$ cat src/rtl/button_event_gen.sv
// Turns a debounced button level into single-cycle press/release/long/repeat
// pulses, a held level and a wrapping press counter. All outputs are registered.
module button_event_gen #(
    parameter int HOLD_CYCLES   = 500,
    parameter int REPEAT_CYCLES = 100,
    parameter int CNT_W         = 8
) (
    input  logic             clk,
    input  logic             rst,
    input  logic             pb_in,
    output logic             press_o,
    output logic             release_o,
    output logic             long_o,
    output logic             repeat_o,
    output logic             held_o,
    output logic [CNT_W-1:0] press_count
);

    localparam int HW = $clog2(HOLD_CYCLES);
    localparam int RW = $clog2(REPEAT_CYCLES);

    typedef enum logic [1:0] {IDLE, PRESS, LONG} state_t;

    state_t           state, state_n;
    logic [HW-1:0]    hold_cnt, hold_n;
    logic [RW-1:0]    rep_cnt, rep_n;
    logic             pb_q;
    logic             press_n, release_n, long_n, repeat_n, held_n;
    logic [CNT_W-1:0] count_n;
    logic             rise, fall;

    assign rise = pb_in & ~pb_q;
    assign fall = ~pb_in & pb_q;

    // pb_q resets high so a button held through reset is not seen as a press.
    always_ff @(posedge clk) begin
        if (rst) begin
            state       <= IDLE;
            hold_cnt    <= '0;
            rep_cnt     <= '0;
            pb_q        <= 1'b1;
            press_o     <= 1'b0;
            release_o   <= 1'b0;
            long_o      <= 1'b0;
            repeat_o    <= 1'b0;
            held_o      <= 1'b0;
            press_count <= '0;
        end else begin
            state       <= state_n;
            hold_cnt    <= hold_n;
            rep_cnt     <= rep_n;
            pb_q        <= pb_in;
            press_o     <= press_n;
            release_o   <= release_n;
            long_o      <= long_n;
            repeat_o    <= repeat_n;
            held_o      <= held_n;
            press_count <= count_n;
        end
    end

    always_comb begin
        state_n   = state;
        hold_n    = hold_cnt;
        rep_n     = rep_cnt;
        press_n   = 1'b0;
        release_n = 1'b0;
        long_n    = 1'b0;
        repeat_n  = 1'b0;
        count_n   = press_count;
        case (state)
            IDLE: begin
                if (rise) begin
                    state_n = PRESS;
                    hold_n  = '0;
                    press_n = 1'b1;
                    count_n = press_count + CNT_W'(1);
                end
            end
            PRESS: begin
                // Release is checked first so it beats a coincident long threshold.
                if (fall) begin
                    state_n   = IDLE;
                    hold_n    = '0;
                    rep_n     = '0;
                    release_n = 1'b1;
                end else if (pb_in) begin
                    if (hold_cnt == HW'(HOLD_CYCLES - 1)) begin
                        state_n = LONG;
                        hold_n  = '0;
                        rep_n   = '0;
                        long_n  = 1'b1;
                    end else begin
                        hold_n = hold_cnt + HW'(1);
                    end
                end
            end
            LONG: begin
                if (fall) begin
                    state_n   = IDLE;
                    hold_n    = '0;
                    rep_n     = '0;
                    release_n = 1'b1;
                end else if (pb_in) begin
                    if (rep_cnt == RW'(REPEAT_CYCLES - 1)) begin
                        rep_n    = '0;
                        repeat_n = 1'b1;
                    end else begin
                        rep_n = rep_cnt + RW'(1);
                    end
                end
            end
            default: begin
                state_n = IDLE;
                hold_n  = '0;
                rep_n   = '0;
            end
        endcase
        held_n = (state_n != IDLE);
    end

endmodule

$ cat config.mk
export PLATFORM = sky130hd
export DESIGN_NAME = button_event_gen
export DESIGN_NICKNAME = d
export VERILOG_FILES = /design/src/rtl/button_event_gen.sv
export SDC_FILE = /design/constraint.sdc
export NUM_CORES = 1
export LEC_CHECK = 0
export ABC_CLOCK_PERIOD_IN_PS = 2400
export CORE_UTILIZATION = 50
export CTS_CLUSTER_SIZE = 25
export DETAILED_ROUTE_END_ITERATION = 10
export GPL_TIMING_DRIVEN = 0
export PLACE_DENSITY = 0.69
export SETUP_SLACK_MARGIN = 0.2
export SYNTH_ARGS = -nofsm -noshare
export SYNTH_HDL_FRONTEND = slang
export SYNTH_SLANG_ARGS = --single-unit
$ cat constraint.sdc
create_clock -name clk -period 2.4 [get_ports clk]
set_clock_uncertainty 0.05 [all_clocks]
set_input_delay 0.48 -clock clk [delete_from_list [all_inputs] [get_ports clk]]
set_output_delay 0.48 -clock clk [all_outputs]
set_load 0.02 [all_outputs]
* Word level (Yosys, flattened, before mapping) *
Cells that the tools add are included.

storage, ports and cells
  word-level logic and storage cells = 63
  register bits after elaboration = 32
  output and inout port bits = 13

operators by class
  multiplexer cells = 23
  equality and inequality tests = 9
  $add $sub $neg = 3
  bitwise logic cells = 8
  reductions and logical operators = 10

operators by type and width
  cell                                                                    count
  9-bit two-way mux                                                       5
  7-bit two-way mux                                                       6
  9-bit case mux with 3 select lines                                      1
  7-bit case mux with 3 select lines                                      1
  2-bit two-way mux                                                       5
  9-bit by 1-bit adder with 9-bit output (second input constant)          1
  9-bit equality test (second input constant)                             1
  3-bit inequality test (second input constant)                           3
  8-bit by 1-bit adder with 8-bit output (second input constant)          1
  4-bit OR reduction                                                      2
  7-bit by 1-bit adder with 7-bit output (second input constant)          1
  7-bit equality test (second input constant)                             1
  1-bit inverter                                                          6
  2-bit case mux with 3 select lines                                      1
  2-bit OR reduction                                                      3
  1-bit two-way mux                                                       4
  2-bit inequality test (second input constant)                           2
  4-bit AND reduction                                                     1
  3-bit AND reduction                                                     1
  1-bit bitwise AND                                                       2
  2-bit by 1-bit equality test with 1-bit output (second input constant)  1
  2-bit equality test (second input constant)                             1
  2-bit zero test                                                         1
  2-bit AND reduction                                                     1
  2-bit nonzero test                                                      1

* Depth between registers and ports, before layout *
  depth in word-level cells = 6
  gate-level depth with buffers = 7
  mapped depth without buffers = 6

* Worst setup path after synthesis *
No wires, ideal clock.

  kind = register to register
  start = reg state[0]
  end = reg rep_cnt[0]
  arrival time = 1.698 ns
  slack = 0.502 ns
  clock period less this slack = 1.898 ns
  cell stages (with the launch flop) = 7
  path through = dfxtp_1 -> inv_1 -> ha_1 -> or2_1 -> a21o_2 -> o31ai_1 -> a21oi_1

between the ends
  longest elaborated chain between the ends = 3
  elaborated cells on any way between the ends = 9
  classes of those cells = 5 x eq/ne; 1 x mux; 1 x bitwise; 2 x reduce/logical

RTL lines
  what                                                                          line  text
  start, declared                                                               24    state_t state, state_n;
  start signal, assigned                                                        49    state <= state_n;
  2-bit by 1-bit equality test with 1-bit output, or another cell as far along  71    case (state)
  3-bit inequality test (no line) / 1-bit inverter (equally long branches)      --
  4-bit AND reduction (no line)                                                 --
  end signal, assigned                                                          51    rep_cnt <= rep_n;
  end, declared                                                                 26    logic [RW-1:0] rep_cnt, rep_n;

Parallel ways exist; a longest one is shown, timed or not.
A chain may end at the register's enable or synchronous reset.

* Final worst setup path *
  start = reg state[0]
  end = reg rep_cnt[2]

Same word-level chain as after synthesis.

==> results.tsv <==
stage	metric	value	unit
timing	finalHoldViolCount	0	
timing	worst_slack	345	ps
global_route	grtUsageTotal	19.6	%
timing	worstMarginPinSlew	526	ps
detailed_routing	firstDrtPassIters	6	
setup_path	critPathTopFamily	simple AND/OR/NAND/NOR gates	
setup_path	path_max_fanout	10	
setup_path	arrival	2270	ps
logic_synthesis	synth.top_cell.area_share	40.5	%
timing	fmax	487	MHz
global_route	overflow	0	
global_route	use_met2	33.0	%
setup_path	worst_path_largest_cell_delay	410	ps
detailed_routing	num_vias	1339	
global_route	grt_busiest_layer	met2	
timing	slew_violations	0	
cts	root_buffer	clkbuf_4	
job	max-cap-violations	0	
power_and_ir_drop	max-vdd-ir-drop	0.000334	V
cts	cts_tree	yes	
placed_design	gp_congestion	0.909	
cts	cts_sinks	32	
setup_path	cp_slowest_cell	or4_1	
timing	period_share	85.6	%
placed_design	hpwl	2160	um
worst_hold_path	holdCritPathClass	input pin to register	
global_route	grt_max_degree	11	
timing	maxSlewHeadroom	64.7	%
finish	area_delta_synth_final	16.0	%
timing	rsz0062_at_grt	false	
setup_path	critPathCaptureType	register	
floorplanning	fp.dieW	58.3	um
detailed_routing	ant_nets	0	
global_route	grt.met3_usage	4.91	%
finish	drive_gt1_share	10.3	%
finish	antenna_cells	0	
placed_design	place_ws	204	ps
logic_synthesis	synth_nets	183	
cts	insertion_delay	330	ps
logic_synthesis	netlist-cell-type-count	41	
logic_synthesis	ys_seq_elements	32	
detailed_routing	wirelength	3030	um
floorplanning	rows	20	
logic_synthesis	synth_area	0.00158	mm^2
setup_path	path_buf_inv	2	
logic_synthesis	postSynthCellCount	173	
detailed_routing	route.detailed.drc	0	
power_and_ir_drop	cellPowerDensity	518	mW/mm^2
setup_path	path_class	register to register	
cts	postCtsHoldBufs	0	
floorplanning	initial_core_util	52.3	%
global_route	antenna_found_initial	0	
setup_path	worst_setup_path_start_kind	register	
finish	fin_nets	203	
logic_synthesis	synth_area_per_cell	9.15	um^2
run_status	outcome	finished clean	
global_route	met1_usage	24.3	%
logic_synthesis	synthTopCellsByArea	dfxtp_1 40%, ha_1 5.5%, a21oi_1 5.1%, o31ai_1 4.3%, xor2_1 3.9%	
floorplanning	coreArea	0.00303	mm^2
global_route	grt_pass1_vias	1222	
power_and_ir_drop	p_leak	0.630	nW
detailed_routing	viasPerCell	5.63	
cts	cts_buffers	5	
floorplanning	die_y	58.3	um
timing	fin_tns_setup	0	ps
timing	setup_viol	0	
setup_path	cp_data_required_time	2620	ps
global_route	grt_pass1_wl	5140	um
cts	htreeDepth	2	
detailed_routing	wire_per_inst	12.7	um
setup_path	cp_cell_sequence	inv_1 > ha_1 > or2_1 > a21o_2 > buf_6 > or4_1 > a21oi_1	
logic_synthesis	synth_top_area_cell	dfxtp_1	
finish	final_cell_mix	32 x dfxtp_1, 16 x a21oi_1, 13 x nor2_1, 13 x clkdlybuf4s50_1	
detailed_routing	drtIter0Drc	49	
floorplanning	ioPinCount	16	
logic_synthesis	synth_seq_area_share	40.5	%
cts	clkTransAtPathRegs	100	ps
finish	final_common_cell	dfxtp_1	
cts	clock_path_buffers	2	
placed_design	numPortBuffers	13	
timing	period_needed	2060	ps
logic_synthesis	ys_warn_count	0	
floorplanning	dieArea	0.00339	mm^2
-- sequential cells by signal, indices dropped and copies added (netlist names) --
register,cells
held_o,1
press_count,8
rep_cnt,7
repeat_o,1
pb_q,1
state,2
press_o,1
long_o,1
release_o,1
hold_cnt,9
-- cell type report --
type,count,area (um^2)
Clock buffer,8,58.8
Timing Repair Buffer,13,130
Tap cell,44,55.1
Sequential cell,32,641
Fill cell,290,1190
Buffer,7,45.0
Inverter,8,30.0
Multi-Input combinational cell,126,877
-- report_power, final --
| part | total, mW | internal [mW] | leakage, nW | switching [mW] |
|---|---|---|---|---|
| logic | 0.0886 | 0.0335 | 0.339 | 0.0551 |
| registers | 0.547 | 0.538 | 0.259 | 0.00828 |
| clock network | 0.316 | 0.144 | 0.0326 | 0.172 |
| total | 0.951 | 0.716 | 0.630 | 0.235 |
-- per-stage QoR --
step | hold WS (ps) | cells | utilization [%] | total power, mW | cell area, um^2
3_5_place_dp | 419 | 230 | 58.4 | 0.646 | 1770
2_1_floorplan | 397 | 173 | - | 0.623 | 1580
5_1_grt | 353 | 238 | 60.7 | 0.996 | 1840
6_report | 368 | 238 | 60.7 | 0.951 | 1840
4_1_cts | 354 | 238 | 60.5 | 0.959 | 1830
3_3_place_gp | 411 | 230 | 58.4 | 0.643 | 1770
-- final timing paths --
| check | end | cells past startpoint | slack (ps) | from |
|---|---|---|---|---|
| worst min-delay path | pb_q$_SDFF_PP1_ | 2 | 370 | pb_in |
| worst max register to register | rep_cnt[2]$_SDFFE_PP0P_ | 7 | 340 | state[0]$_SDFF_PP0_ |
| worst max-delay path | rep_cnt[2]$_SDFFE_PP0P_ | 7 | 340 | state[0]$_SDFF_PP0_ |
| worst min register to register | hold_cnt[1]$_SDFFE_PP0P_ | 2 | 430 | hold_cnt[1]$_SDFFE_PP0P_ |
-- cell usage after synthesis --
cell type and number:
or4b_1 1, and3b_1 1, a211oi_4 1, o21ai_4 1, a31oi_1 1, and3_1 3, or2_1 1, or2_2 1
o32ai_1 1, and2_1 2, o31ai_1 9, nor3b_2 1, ha_1 7, a211oi_1 1, or3b_1 1, nor2_1 13
a21oi_1 16, nand3_1 5, inv_1 8, nand2b_1 2, xor2_1 7, clkbuf_1 3, o21a_1 1, dfxtp_1 32
nand4b_1 1, and2b_1 1, o21ai_0 9, or4_1 8, nand4_1 9, nor3_1 4, and4_2 1, or3_1 4
xnor2_1 1, mux2i_1 1, nor4b_1 1, buf_6 1, a311oi_4 1, buf_4 3, and4bb_2 1, nand2_1 7
a21o_2 1
-- timing repair --
item	4_1_cts	5_1_grt
gates resized for setup	1	1
buffers inserted	0	0
pin swaps	0	0
endpoints found under the setup margin	3	1
endpoints found under the hold margin	0	0
-- routing by layer --
metal / vias up / wire length, um / share of wire, %
met5: - / 0 / 0
met4: 0 / 40 / 1.3
met3: 7 / 61 / 2.0
met2: 22 / 1480 / 49
met1: 631 / 1440 / 48
li1: 679 / - / -
-- kinds of logic (layout without fill, tap and decap cells) --
kind of cell               count (synthesis)  after routing  share of synthesized area (%)
and+or+nand+nor                           68             68                           25.6
AOI/OAI and AO/OA                         42             42                           18.6
DFF                                       32             32                           40.5
buffers and inverters                     15             36                           4.74
xor gates and xnor gates                   8              8                           4.43
adders and majority gates                  7              7                           5.53
muxes                                      1              1                          0.632
No activity file was read; power rests on OpenSTA's default activity.
